File: src/rtl/elevator_pkg.sv
// Shared floor, direction and bit-index definitions for the elevator request path.
// Latency: none (types, constants and pure helper functions only).
// Backpressure: not applicable.
package elevator_pkg;

  // Floor codes; NONE means no target is currently selected.
  typedef enum logic [1:0] {
    FLOOR_NONE = 2'd0,
    FLOOR_1    = 2'd1,
    FLOOR_2    = 2'd2,
    FLOOR_3    = 2'd3
  } floor_t;

  // Last travel direction, used to break equal-distance ties.
  typedef enum logic {
    DIR_UP   = 1'b0,
    DIR_DOWN = 1'b1
  } dir_t;

  localparam int NUM_FLOORS = 3;

  // Bit positions in the call vector sent to the controller.
  localparam int CALL_F1   = 0;
  localparam int CALL_F3   = 2;
  localparam int CALL_HOLD = 3;

  // Bit positions in the status vector returned by the controller.
  localparam int ST_F1   = 0;
  localparam int ST_F3   = 2;
  localparam int ST_DOOR = 3;

  // One-hot call bits for a floor code; NONE maps to no call.
  function automatic logic [2:0] floor_onehot(input floor_t f);
    logic [2:0] oh;
    oh = 3'b000;
    case (f)
      FLOOR_1: oh = 3'b001;
      FLOOR_2: oh = 3'b010;
      FLOOR_3: oh = 3'b100;
      default: oh = 3'b000;
    endcase
    return oh;
  endfunction

  // Floor code for a zero-based floor index (0..2).
  function automatic floor_t idx_to_floor(input logic [1:0] idx);
    floor_t f;
    case (idx)
      2'd0:    f = FLOOR_1;
      2'd1:    f = FLOOR_2;
      default: f = FLOOR_3;
    endcase
    return f;
  endfunction

endpackage

File: src/rtl/input_debounce.sv
// Synchronizes one asynchronous input and accepts a level only after it is stable.
// Latency: level changes DEBOUNCE_CYCLES+1 edges after the raw change is first sampled.
// Backpressure: none; free-running, one sample per clock.
module input_debounce #(
  parameter int DEBOUNCE_CYCLES = 4,
  parameter int CNT_W           = 8
) (
  input  logic clk,
  input  logic rst,
  input  logic raw,
  output logic level
);

  localparam logic [CNT_W-1:0] LAST_CNT = CNT_W'(DEBOUNCE_CYCLES - 1);

  logic             sync1;
  logic             sync2;
  logic [CNT_W-1:0] cnt;

  // Two-flop synchronizer, then count consecutive disagreeing samples and flip the level on the last one.
  always_ff @(posedge clk) begin
    if (rst) begin
      sync1 <= 1'b0;
      sync2 <= 1'b0;
      cnt   <= '0;
      level <= 1'b0;
    end else begin
      sync1 <= raw;
      sync2 <= sync1;
      if (sync2 == level) begin
        cnt <= '0;
      end else if (cnt == LAST_CNT) begin
        level <= sync2;
        cnt   <= '0;
      end else begin
        cnt <= cnt + 1'b1;
      end
    end
  end

endmodule

File: src/rtl/hall_call_panel.sv
// Hall call front end: debounces buttons/obstruction, latches calls, selects one target, times door hold.
// Latency: pending sets DEBOUNCE_CYCLES+2 edges after a press, target one edge later; hold is combinational.
// Backpressure: none; calls stay latched until the controller status shows them served.
module hall_call_panel
  import elevator_pkg::*;
#(
  parameter int DEBOUNCE_CYCLES  = 4,
  parameter int DOOR_HOLD_CYCLES = 8,
  parameter int CNT_W            = 8
) (
  input  logic       clk,
  input  logic       rst,
  input  logic [2:0] btn_raw,
  input  logic       obstruct_raw,
  input  logic [3:0] car_status,
  output logic [3:0] call_out,
  output logic [2:0] pending
);

  // The first open cycle is covered by the door_rise term, so the counter only
  // carries the cycles that remain after it.
  localparam logic [CNT_W-1:0] HOLD_LOAD = CNT_W'(DOOR_HOLD_CYCLES - 1);

  logic [2:0]       btn_lvl;
  logic [2:0]       btn_prev;
  logic [2:0]       btn_rise;
  logic [2:0]       serve;
  logic             obs_lvl;
  logic             door;
  logic             door_was_closed;
  logic             door_rise;
  logic [CNT_W-1:0] hold_cnt;
  logic             hold;
  logic             floor_valid;
  logic [1:0]       cur_idx;
  logic [1:0]       pick_idx;
  floor_t           target;
  floor_t           target_nxt;
  dir_t             dir;
  dir_t             dir_nxt;

  for (genvar i = 0; i < NUM_FLOORS; i++) begin : g_btn
    input_debounce #(
      .DEBOUNCE_CYCLES(DEBOUNCE_CYCLES),
      .CNT_W          (CNT_W)
    ) u_btn_db (
      .clk  (clk),
      .rst  (rst),
      .raw  (btn_raw[i]),
      .level(btn_lvl[i])
    );
  end

  input_debounce #(
    .DEBOUNCE_CYCLES(DEBOUNCE_CYCLES),
    .CNT_W          (CNT_W)
  ) u_obs_db (
    .clk  (clk),
    .rst  (rst),
    .raw  (obstruct_raw),
    .level(obs_lvl)
  );

  assign door      = car_status[ST_DOOR];
  assign btn_rise  = btn_lvl & ~btn_prev;
  assign serve     = car_status[ST_F3:ST_F1] & {3{door}};
  // door_was_closed resets low, so a door already open across reset is not a fresh opening.
  assign door_rise = door & door_was_closed;

  // Decode the current floor; anything other than exactly one floor bit is no floor.
  always_comb begin
    floor_valid = 1'b1;
    cur_idx     = 2'd0;
    case (car_status[ST_F3:ST_F1])
      3'b001:  cur_idx = 2'd0;
      3'b010:  cur_idx = 2'd1;
      3'b100:  cur_idx = 2'd2;
      default: floor_valid = 1'b0;
    endcase
  end

  // Nearest pending floor from the current one; the middle floor breaks ties by travel direction.
  always_comb begin
    pick_idx = 2'd0;
    case (cur_idx)
      2'd0: begin
        if (pending[0])      pick_idx = 2'd0;
        else if (pending[1]) pick_idx = 2'd1;
        else                 pick_idx = 2'd2;
      end
      2'd1: begin
        if (pending[1])                   pick_idx = 2'd1;
        else if (pending[0] & pending[2]) pick_idx = (dir == DIR_UP) ? 2'd2 : 2'd0;
        else if (pending[0])              pick_idx = 2'd0;
        else                              pick_idx = 2'd2;
      end
      default: begin
        if (pending[2])      pick_idx = 2'd2;
        else if (pending[1]) pick_idx = 2'd1;
        else                 pick_idx = 2'd0;
      end
    endcase
  end

  // Target/direction next state: select only when idle with the door shut, release once the call is served.
  always_comb begin
    target_nxt = target;
    dir_nxt    = dir;
    if (target == FLOOR_NONE) begin
      if ((pending != 3'b000) && !door && floor_valid) begin
        target_nxt = idx_to_floor(pick_idx);
        if (pick_idx > cur_idx) begin
          dir_nxt = DIR_UP;
        end else if (pick_idx < cur_idx) begin
          dir_nxt = DIR_DOWN;
        end
      end
    end else if ((floor_onehot(target) & pending) == 3'b000) begin
      target_nxt = FLOOR_NONE;
    end
  end

  // Target and direction state registers.
  always_ff @(posedge clk) begin
    if (rst) begin
      target <= FLOOR_NONE;
      dir    <= DIR_UP;
    end else begin
      target <= target_nxt;
      dir    <= dir_nxt;
    end
  end

  // Call lamps: set on a new debounced press, cleared when served; a serve beats a same-cycle press.
  always_ff @(posedge clk) begin
    if (rst) begin
      pending  <= 3'b000;
      btn_prev <= 3'b000;
    end else begin
      pending  <= (pending | btn_rise) & ~serve;
      btn_prev <= btn_lvl;
    end
  end

  // Door hold timer: reload on each opening, count down while open, clear while closed.
  always_ff @(posedge clk) begin
    if (rst) begin
      hold_cnt        <= '0;
      door_was_closed <= 1'b0;
    end else begin
      door_was_closed <= ~door;
      if (door_rise) begin
        hold_cnt <= HOLD_LOAD;
      end else if (!door) begin
        hold_cnt <= '0;
      end else if (hold_cnt != '0) begin
        hold_cnt <= hold_cnt - 1'b1;
      end
    end
  end

  assign hold = door & (door_rise | (hold_cnt != '0) | obs_lvl);

  assign call_out[CALL_HOLD]       = hold;
  assign call_out[CALL_F3:CALL_F1] = floor_onehot(target);

endmodule

File: config.mk
export PLATFORM = sky130hd
export DESIGN_NAME = hall_call_panel
export DESIGN_NICKNAME = d
export VERILOG_FILES = /design/src/rtl/elevator_pkg.sv /design/src/rtl/input_debounce.sv /design/src/rtl/hall_call_panel.sv
export SDC_FILE = /design/constraint.sdc
export NUM_CORES = 1
export LEC_CHECK = 0
export CORE_MARGIN = 2
export CORE_UTILIZATION = 30
export DETAILED_ROUTE_END_ITERATION = 16
export HOLD_SLACK_MARGIN = 0.06
export SLEW_MARGIN = 20
export SYNTH_ARGS = -nofsm -noshare
export SYNTH_HDL_FRONTEND = slang
export SYNTH_SLANG_ARGS = --single-unit
File: constraint.sdc
create_clock -name clk -period 1.8 [get_ports clk]
set_input_delay 0.36 -clock clk [delete_from_list [all_inputs] [get_ports clk]]
set_output_delay 0.36 -clock clk [all_outputs]
set_load 0.01 [all_outputs]
==> summary.md, run 1 <==
| Metric | Value |
|---|---|
| Status | complete, but fails checks |
| Failing checks | negative setup slack |
| GP Congestion | approximately 0.8 |
| Clock Skew | roughly 0.0094 ns |
| Max Cap Viol | 0 |
| Clock latency at the later pin of the worst-skew pair | about 0.34 ns |
| Post-Synth Simple-Gate Area | about 28% |
| Placed Area | approximately 3200 um2 |
| Most frequent cells in the layout | 56 x dfxtp_1, 43 x nor2_1, 38 x buf_4, 21 x nand2_1 |
| Final Instance Area | approximately 3400 um2 |
| Combinational power share | 15.6% |
| Max_slew headroom | 71.1% |
| Worst vdd ir | 0.364 mV |
| Tcrit/Tclk final | 107% |
| Fmax | 0.521 GHz |
| Synth Area in XOR/XNOR | approximately 11% |
| Drt drc | 0 |
| Num rows | 34 |
| Pre-CTS WS | -0.497 ns |
| Final min period | roughly 1.9 ns |
| Internal Pwr Total | approximately 2.1 mW |
| Synth Area in Compound Gates | 6.68% |
| Hold slack | approximately 0.43 ns |
| Slowest cell delay on critical path | between 0.3 and 0.4 ns |
| DRT antenna net count | 0 |
| Syn Area/Cell | between 9 and 10 um2 |
| Clk slew on worst S/H paths | ~0.06 ns |
| Crit path from | hold_cnt[0]$_SDFFE_PP0P_ |
| Synth area leader | dfxtp_1 |
| Pwr dens | ~830 nW/um2 |
| Syn Inst Count | 290 |
| RSZ-0062 raised after global routing | yes |
| PortBufs | 16 |
| Crit path DAT | ~1.6 ns |
| Critical path buffer and inverter count | 2 |
| Clock sinks | 62 |
| Global-route usage over all layers | 12.2% |
| H-Tree Depth | 3 |
| Sw frac | 24.6% |
| Clk pwr share | around a third |
| Unique cell type count in the Yosys netlist | 41 |
| Synthesized net count | around 300 |
| Hold path startpoint | g_btn[2].u_btn_db.sync1$_SDFF_PP0_ |
| Global-route wire length before repair | approximately 9 mm |
| Routed len/inst | around 11 um |
| Vias in the first global route | between 2,000 and 2,500 |
| Maximum buffer depth of the clock tree | 2 |
| Final Net Count | between 300 and 400 |
| WP data required | approximately 1.4 ns |
| Top post-synthesis cells by area | dfxtp_1 47%, xor2_1 6.6%, nor2_1 6.1% |
| Total Wirelength | around 5.2 mm |
| Yosys top cell area share | a little under half |
| Final number of max-transition violations | 0 |
| Die Y | 98.2 um |
| Cell area after synthesis | approximately 2700 um2 |
| Crit. End Element | output port |
| Hold Path Class | flop to flop |
| I/O pin cnt | 17 |
| Combinational family with the most area after synthesis | simple AND/OR/NAND/NOR gates |
| Die ar. | about 9600 um2 |
| Final core occ | about two fifths |
| Sequential area share after synthesis | 46.6% |
| Layout cells sized above 1 | about 20% |
| Final worst slack | -0.121 ns |
| P&R area growth vs syn | 29.2% |
| Iter 0 DRT Violations | 58 |
| Slowest CP cell | dfxtp_2 |
| Die X | about 100 um |
| Mux contribution to synthesized area | ~1.6% |
| CP Cell Sequence | inv_2, ha_4, nor3b_4, nand2_2, o31a_1, buf_2 |
| Least-Margin Pin Slew | 0.427 ns |
| DR vias | between 2,000 and 2,500 |
| Tot Pwr | roughly 2.8 mW |
| Setup violators final | 1 |
| Leakage | ~1.4 nW |
| Seq pwr share | about 50% |
| Commonest non-fill, non-tap cell in the layout | dfxtp_1 |
| # diodes | 0 |
| Initial antenna violation count | 0 |
| Critical path's top delay family | flip-flops |
| First drt pass iteration count | 4 |
| Ys Warns | 0 |
| Synthesized flop and latch total | a little over 60 |
| Crit path max fanout | 2 |
| GRT overflow | 0 |
| Initial Util | between 30% and 40% |
| TritonCTS clock tree | yes |
| TritonCTS buffer count | 9 |
| Synth Area in Adders | roughly 3.3% |
| Core area | slightly below 9000 um2 |
| P_sw | 0.701 mW |
| Largest net degree at the start of global routing | 24 |
| HPWL after detailed placement | approximately 3.7 mm |
| Endpoints failing hold | 0 |
| Setup CP Type | flop to output port |
| CP Launch Type | flop |
| Via-per-instance ratio | 4.54 |
| Critical R2R Launch | hold_cnt[1]$_SDFFE_PP0P_ |
| Root Driver | clkbuf_8 |
==> cells in the mapped netlist (all sizes together) <==
master / number
ha: 7
dfxtp: 62
o31a: 1
nor3: 7
xor2: 20
inv: 10
or3: 2
nor2: 43
mux2i: 3
nor4b: 5
xnor2: 13
nor4: 3
a41o: 2
o31ai: 1
o41ai: 1
a21oi: 8
nand2: 23
and2: 3
a211oi: 2
and3: 11
nor3b: 3
buf: 3
a221oi: 1
mux2: 1
nand4: 3
clkinv: 1
nand4b: 1
a311o: 1
o21ai: 5
nand3: 20
o21a: 2
nor2b: 16
nand2b: 3
clkbuf: 2
o211ai: 1
==> repair_timing <==
action                                  in CTS  in global routing
buffers inserted                            11                  2
resized for setup                           18                  8
pin swaps                                    4                  3
gates cloned                                 0                  0
hold endpoints to repair                     0                  0
endpoints found under the setup margin       6                  6
hold buffers                                 0                  0
==> metrics by stage <==
| step | std cells | setup TNS, ns |
|---|---|---|
| detailed placement | 439 | -0.995 |
| finish | 464 | -0.121 |
| global route | 464 | -0.256 |
| CTS | 465 | -0.324 |
| floorplan | 290 | 0 |
| global placement | 439 | -0.899 |
==> power by group through the flow <==
stage	registers [mW]	logic [mW]	clock network, mW
CTS	1.42	0.427	1.02
global placement	1.45	0.369	0
detailed placement	1.45	0.375	0
floorplan	1.45	0.206	0
global route	1.43	0.499	1.09
finish	1.42	0.443	0.982
==> logic make-up (layout without fill, tap and decap cells) <==
family | count (synthesis) | after routing
buffers and inverters | 16 | 82
and+or+nand+nor | 143 | 143
DFF | 62 | 62
muxes | 4 | 4
xor gates and xnor gates | 33 | 33
AOI/OAI and AO/OA | 25 | 25
adders and majority gates | 7 | 7
==> state kept, by name, summed over array words and instances, names as in the netlist, 2 cells and up <==
register and count:
g_btn.u_btn_db.sync1 3, u_obs_db.cnt 8, hold_cnt 8, g_btn.u_btn_db.cnt 24
target 2, btn_prev 3, pending 3, g_btn.u_btn_db.sync2 3
g_btn.u_btn_db.level 3
==> final timing paths <==
kind,slack [ns],cells after the start,endpoint
hold / removal,0.43,1,g_btn[2].u_btn_db.sync2$_SDFF_PP0_
setup / recovery,-0.12,6,call_out[3]
setup reg to reg,0.07,12,hold_cnt[1]$_SDFFE_PP0P_
hold reg to reg,0.43,1,g_btn[2].u_btn_db.sync2$_SDFF_PP0_
==> cell type report <==
class	instances	area [um2]
sequential	62	1250
tap	108	135
clock buffer	13	139
timing repair buffer	56	475
multi-input combinational	212	1390
inverter	11	41.3
clock inverter	2	10.0
fill	901	5240
==> worst reg2reg max path: cells and delay by family, from the launching register on <==
kind	cells	cell delay, ns
AOI/OAI and AO/OA	1	0.13
buffers and inverters	10	1.11
DFF	1	0.33
muxes	1	0.11
==> per-layer routing <==
metal	up-vias	GRT usage (%)	routed length, um
met5	-	0	0
met4	0	6.95	142
met3	11	3.72	182
li1	1110	-	-
met1	965	14.4	2400
met2	22	19.5	2460
Power figures use the tool's default switching activity.
==> run 2, diff against run 1 <==
--- a/config.mk
+++ b/config.mk
@@ -9,7 +9,7 @@
 export CORE_UTILIZATION = 30
 export DETAILED_ROUTE_END_ITERATION = 16
 export HOLD_SLACK_MARGIN = 0.06
-export SLEW_MARGIN = 20
+export SLEW_MARGIN = 10
 export SYNTH_ARGS = -nofsm -noshare
 export SYNTH_HDL_FRONTEND = slang
 export SYNTH_SLANG_ARGS = --single-unit
==> results of run 2 <==
Final layout, timing and power as in run 1 (identical DEF).
==> run 3, diff against run 2 <==
--- a/config.mk
+++ b/config.mk
@@ -5,10 +5,10 @@
 export SDC_FILE = /design/constraint.sdc
 export NUM_CORES = 1
 export LEC_CHECK = 0
-export CORE_MARGIN = 2
+export CORE_ASPECT_RATIO = 0.75
 export CORE_UTILIZATION = 30
 export DETAILED_ROUTE_END_ITERATION = 16
-export HOLD_SLACK_MARGIN = 0.06
+export HOLD_SLACK_MARGIN = 0.05
 export SLEW_MARGIN = 10
 export SYNTH_ARGS = -nofsm -noshare
 export SYNTH_HDL_FRONTEND = slang
==> run 3 against run 2 <==
Against the previous run: the run still ends with negative setup slack left; power rose by 21%; wire length grew 1.1%; highest routed layer unchanged; worst hold slack better by 0.0038 ns; sequential power about the same; worst setup slack better by 0.030 ns; largest power group is now clock.
==> summary.md, run 3 (synthesis results as in run 1) <==
| Metric | Value |
|---|---|
| Total Wirelength | 5.24 mm (was 5.18 mm) |
| Initial antenna violation count | 0 (unchanged) |
| Setup CP Type | flop to output port (unchanged) |
| Leakage | 1.49 nW (was 1.41 nW) |
| Drt drc | 0 (unchanged) |
| Die Y | 83.6 um (was 98.2 um) |
| CP Cell Sequence | inv_2, ha_4, nor3b_4, nand2_2, o31a_1, buf_2 (unchanged) |
| Layout cells sized above 1 | 21.5% (was 20.2%) |
| Clock sinks | 62 (unchanged) |
| P&R area growth vs syn | 36.5% (was 29.2%) |
| Tcrit/Tclk final | 105% (was 107%) |
| PortBufs | 16 (unchanged) |
| Final number of max-transition violations | 0 (unchanged) |
| Critical path buffer and inverter count | 2 (unchanged) |
| Pwr dens | 948 nW/um2 (was 828 nW/um2) |
| Slowest CP cell | dfxtp_2 (unchanged) |
| Pre-CTS WS | -0.426 ns (was -0.497 ns) |
| Commonest non-fill, non-tap cell in the layout | dfxtp_1 (unchanged) |
| # fillers | 794 (was 901) |
| Critical path's top delay family | flip-flops (unchanged) |
| Root Driver | clkbuf_16 (was clkbuf_8) |
| Num rows | 29 (was 34) |
| Least-Margin Pin Slew | 0.458 ns (was 0.427 ns) |
| Worst vdd ir | 0.378 mV (was 0.364 mV) |
| Max Cap Viol | 0 (unchanged) |
| GRT overflow | 0 (unchanged) |
| CP Depth | 6 (unchanged) |
| Global-route wire length before repair | 9.27 mm (was 9.23 mm) |
| DRT antenna net count | 0 (unchanged) |
| CP Launch Type | flop (unchanged) |
| Endpoints failing hold | 0 (unchanged) |
| First drt pass iteration count | 4 (unchanged) |
| Setup Total Neg Slack | -0.0909 ns (was -0.121 ns) |
| Routed len/inst | 11.2 um (about the same) |
| TritonCTS buffer count | 9 (unchanged) |
| Final Instance Area | 3630 um2 (was 3440 um2) |
| Maximum buffer depth of the clock tree | 2 (unchanged) |
| # diodes | 0 (unchanged) |
| GP Congestion | 0.862 (was 0.802) |
| Placed Area | 3190 um2 (was 3170 um2) |
| Status | complete, but fails checks (unchanged) |
| HPWL after detailed placement | 3.68 mm (about the same) |
| WP data required | 1.44 ns (about the same) |
| Met3 Track Usage GR | 4.72% (was 3.72%) |
| Final Net Count | 375 (was 369) |
| Hold Path Class | primary input to flop (was flop to flop) |
| RSZ-0062 raised after global routing | yes (unchanged) |
| Post-cts hold buffer count | 0 (unchanged) |
| Vias in the first global route | 2,090 (was 2,103) |
| Hold slack | 0.430 ns (was 0.427 ns) |
| TritonCTS clock tree | yes (unchanged) |
| H-Tree Depth | 3 (unchanged) |
| Regs by FF count | g_btn.u_btn_db.cnt x24, hold_cnt x8, u_obs_db.cnt x8 (unchanged) |
| Met1 usage | 16.4% (was 14.4%) |
| Worst hold stages | 2 (was 1) |
| Largest net degree at the start of global routing | 24 (unchanged) |
| Setup violators final | 1 (unchanged) |
| Iter 0 DRT Violations | 78 (was 58) |
| DR vias | 2,112 (was 2,108) |
| Crit. End Element | output port (unchanged) |
| Via-per-instance ratio | 4.49 (was 4.54) |
| Clock latency at the later pin of the worst-skew pair | 0.32 ns (was 0.34 ns) |
| Fmax | 0.529 GHz (was 0.521 GHz) |
| Top reg by flops | g_btn.u_btn_db.cnt (unchanged) |
| Initial Util | 31.2% (was 30.7%) |
| Max reg flops | 24 (unchanged) |
| Crit path DAT | 1.53 ns (was 1.56 ns) |
| Final min period | 1.89 ns (was 1.92 ns) |
| Finished Layout Cells | 470 (was 464) |
| Max_slew headroom | 69.0% (was 71.1%) |
| I/O pin cnt | 17 (unchanged) |
| Final worst slack | -0.0909 ns (was -0.121 ns) |
| Dpl cells | 441 (was 439) |
| Most frequent cells in the layout | 57 x dfxtp_1, 43 x nor2_1, 35 x buf_4, 21 x nand2_1 (was 56 x dfxtp_1, 43 x nor2_1, 38 x buf_4, 21 x nand2_1) |
| Core area | 8530 um2 (was 8680 um2) |
| Slowest cell delay on critical path | 0.32 ns (about the same) |
| R2R depth | 13 (was 12) |
| Die X | 111 um (was 98.2 um) |
| Crit path max fanout | 2 (unchanged) |
| Clock Skew | 0.00367 ns (was 0.00937 ns) |
| Die ar. | 9260 um2 (was 9640 um2) |
| Global-route usage over all layers | 12.5% (was 12.2%) |
| Grt peak-use layer | met2 (unchanged) |
| Met2 Use GR | 18.9% (was 19.5%) |
| Clk slew on worst S/H paths | 0.05 ns (was 0.06 ns) |
| Failing checks | negative setup slack (unchanged) |
## run 3: changes by cell type in the layout (fill, tap and decap cells not counted), sizes merged
cell,previous run,this run
buf,41,47
clkbuf,13,14
clkdlybuf4s50,9,10
clkinv,3,2
dlymetal6s2s,3,2
## run 3: final cells by class
type | instances | area (um2) | area share (%)
timing repair buffer | 62 | 552 | 15.2
tap | 108 | 135 | 3.72
clock buffer | 14 | 264 | 7.27
clock inverter | 1 | 5.00 | 0.138
inverter | 11 | 43.8 | 1.21
multi-input combinational | 212 | 1390 | 38.1
sequential | 62 | 1250 | 34.3
## run 3: stage by stage
step,utilization [%],power [mW]
floorplan,-,1.66
global placement,37.4,1.83
detailed placement,37.4,1.83
CTS,42.6,3.48
global route,42.6,3.60
finish,42.6,3.44
## run 3: power breakdown
part / switching [mW] / internal (mW) / total [mW] / leakage (nW)
combinational: 0.201 / 0.289 / 0.490 / 0.850
clock: 0.530 / 0.994 / 1.52 / 0.133
sequential: 0.0237 / 1.41 / 1.43 / 0.505
total: 0.754 / 2.69 / 3.44 / 1.49
## run 3: final timing paths
check	from	to	slack (ns)
worst max register to register	hold_cnt[1]$_SDFFE_PP0P_	hold_cnt[1]$_SDFFE_PP0P_	0.08
worst min-delay path	car_status[0]	pending[0]$_SDFF_PP0_	0.43
worst min register to register	g_btn[1].u_btn_db.sync1$_SDFF_PP0_	g_btn[1].u_btn_db.sync2$_SDFF_PP0_	0.44
worst max-delay path	hold_cnt[0]$_SDFFE_PP0P_	call_out[3]	-0.09
## run 3: metal layers
layer	part of all wire (%)	wire, um
met5	0	0
met4	0.80	42
met3	5.5	287
met2	43	2230
met1	51	2680
## run 3: what timing repair did
item,CTS,global route
gates cloned,0,0
buffers inserted,14,1
setup endpoints to repair,6,4
resized for setup,30,3
pin swaps,5,2
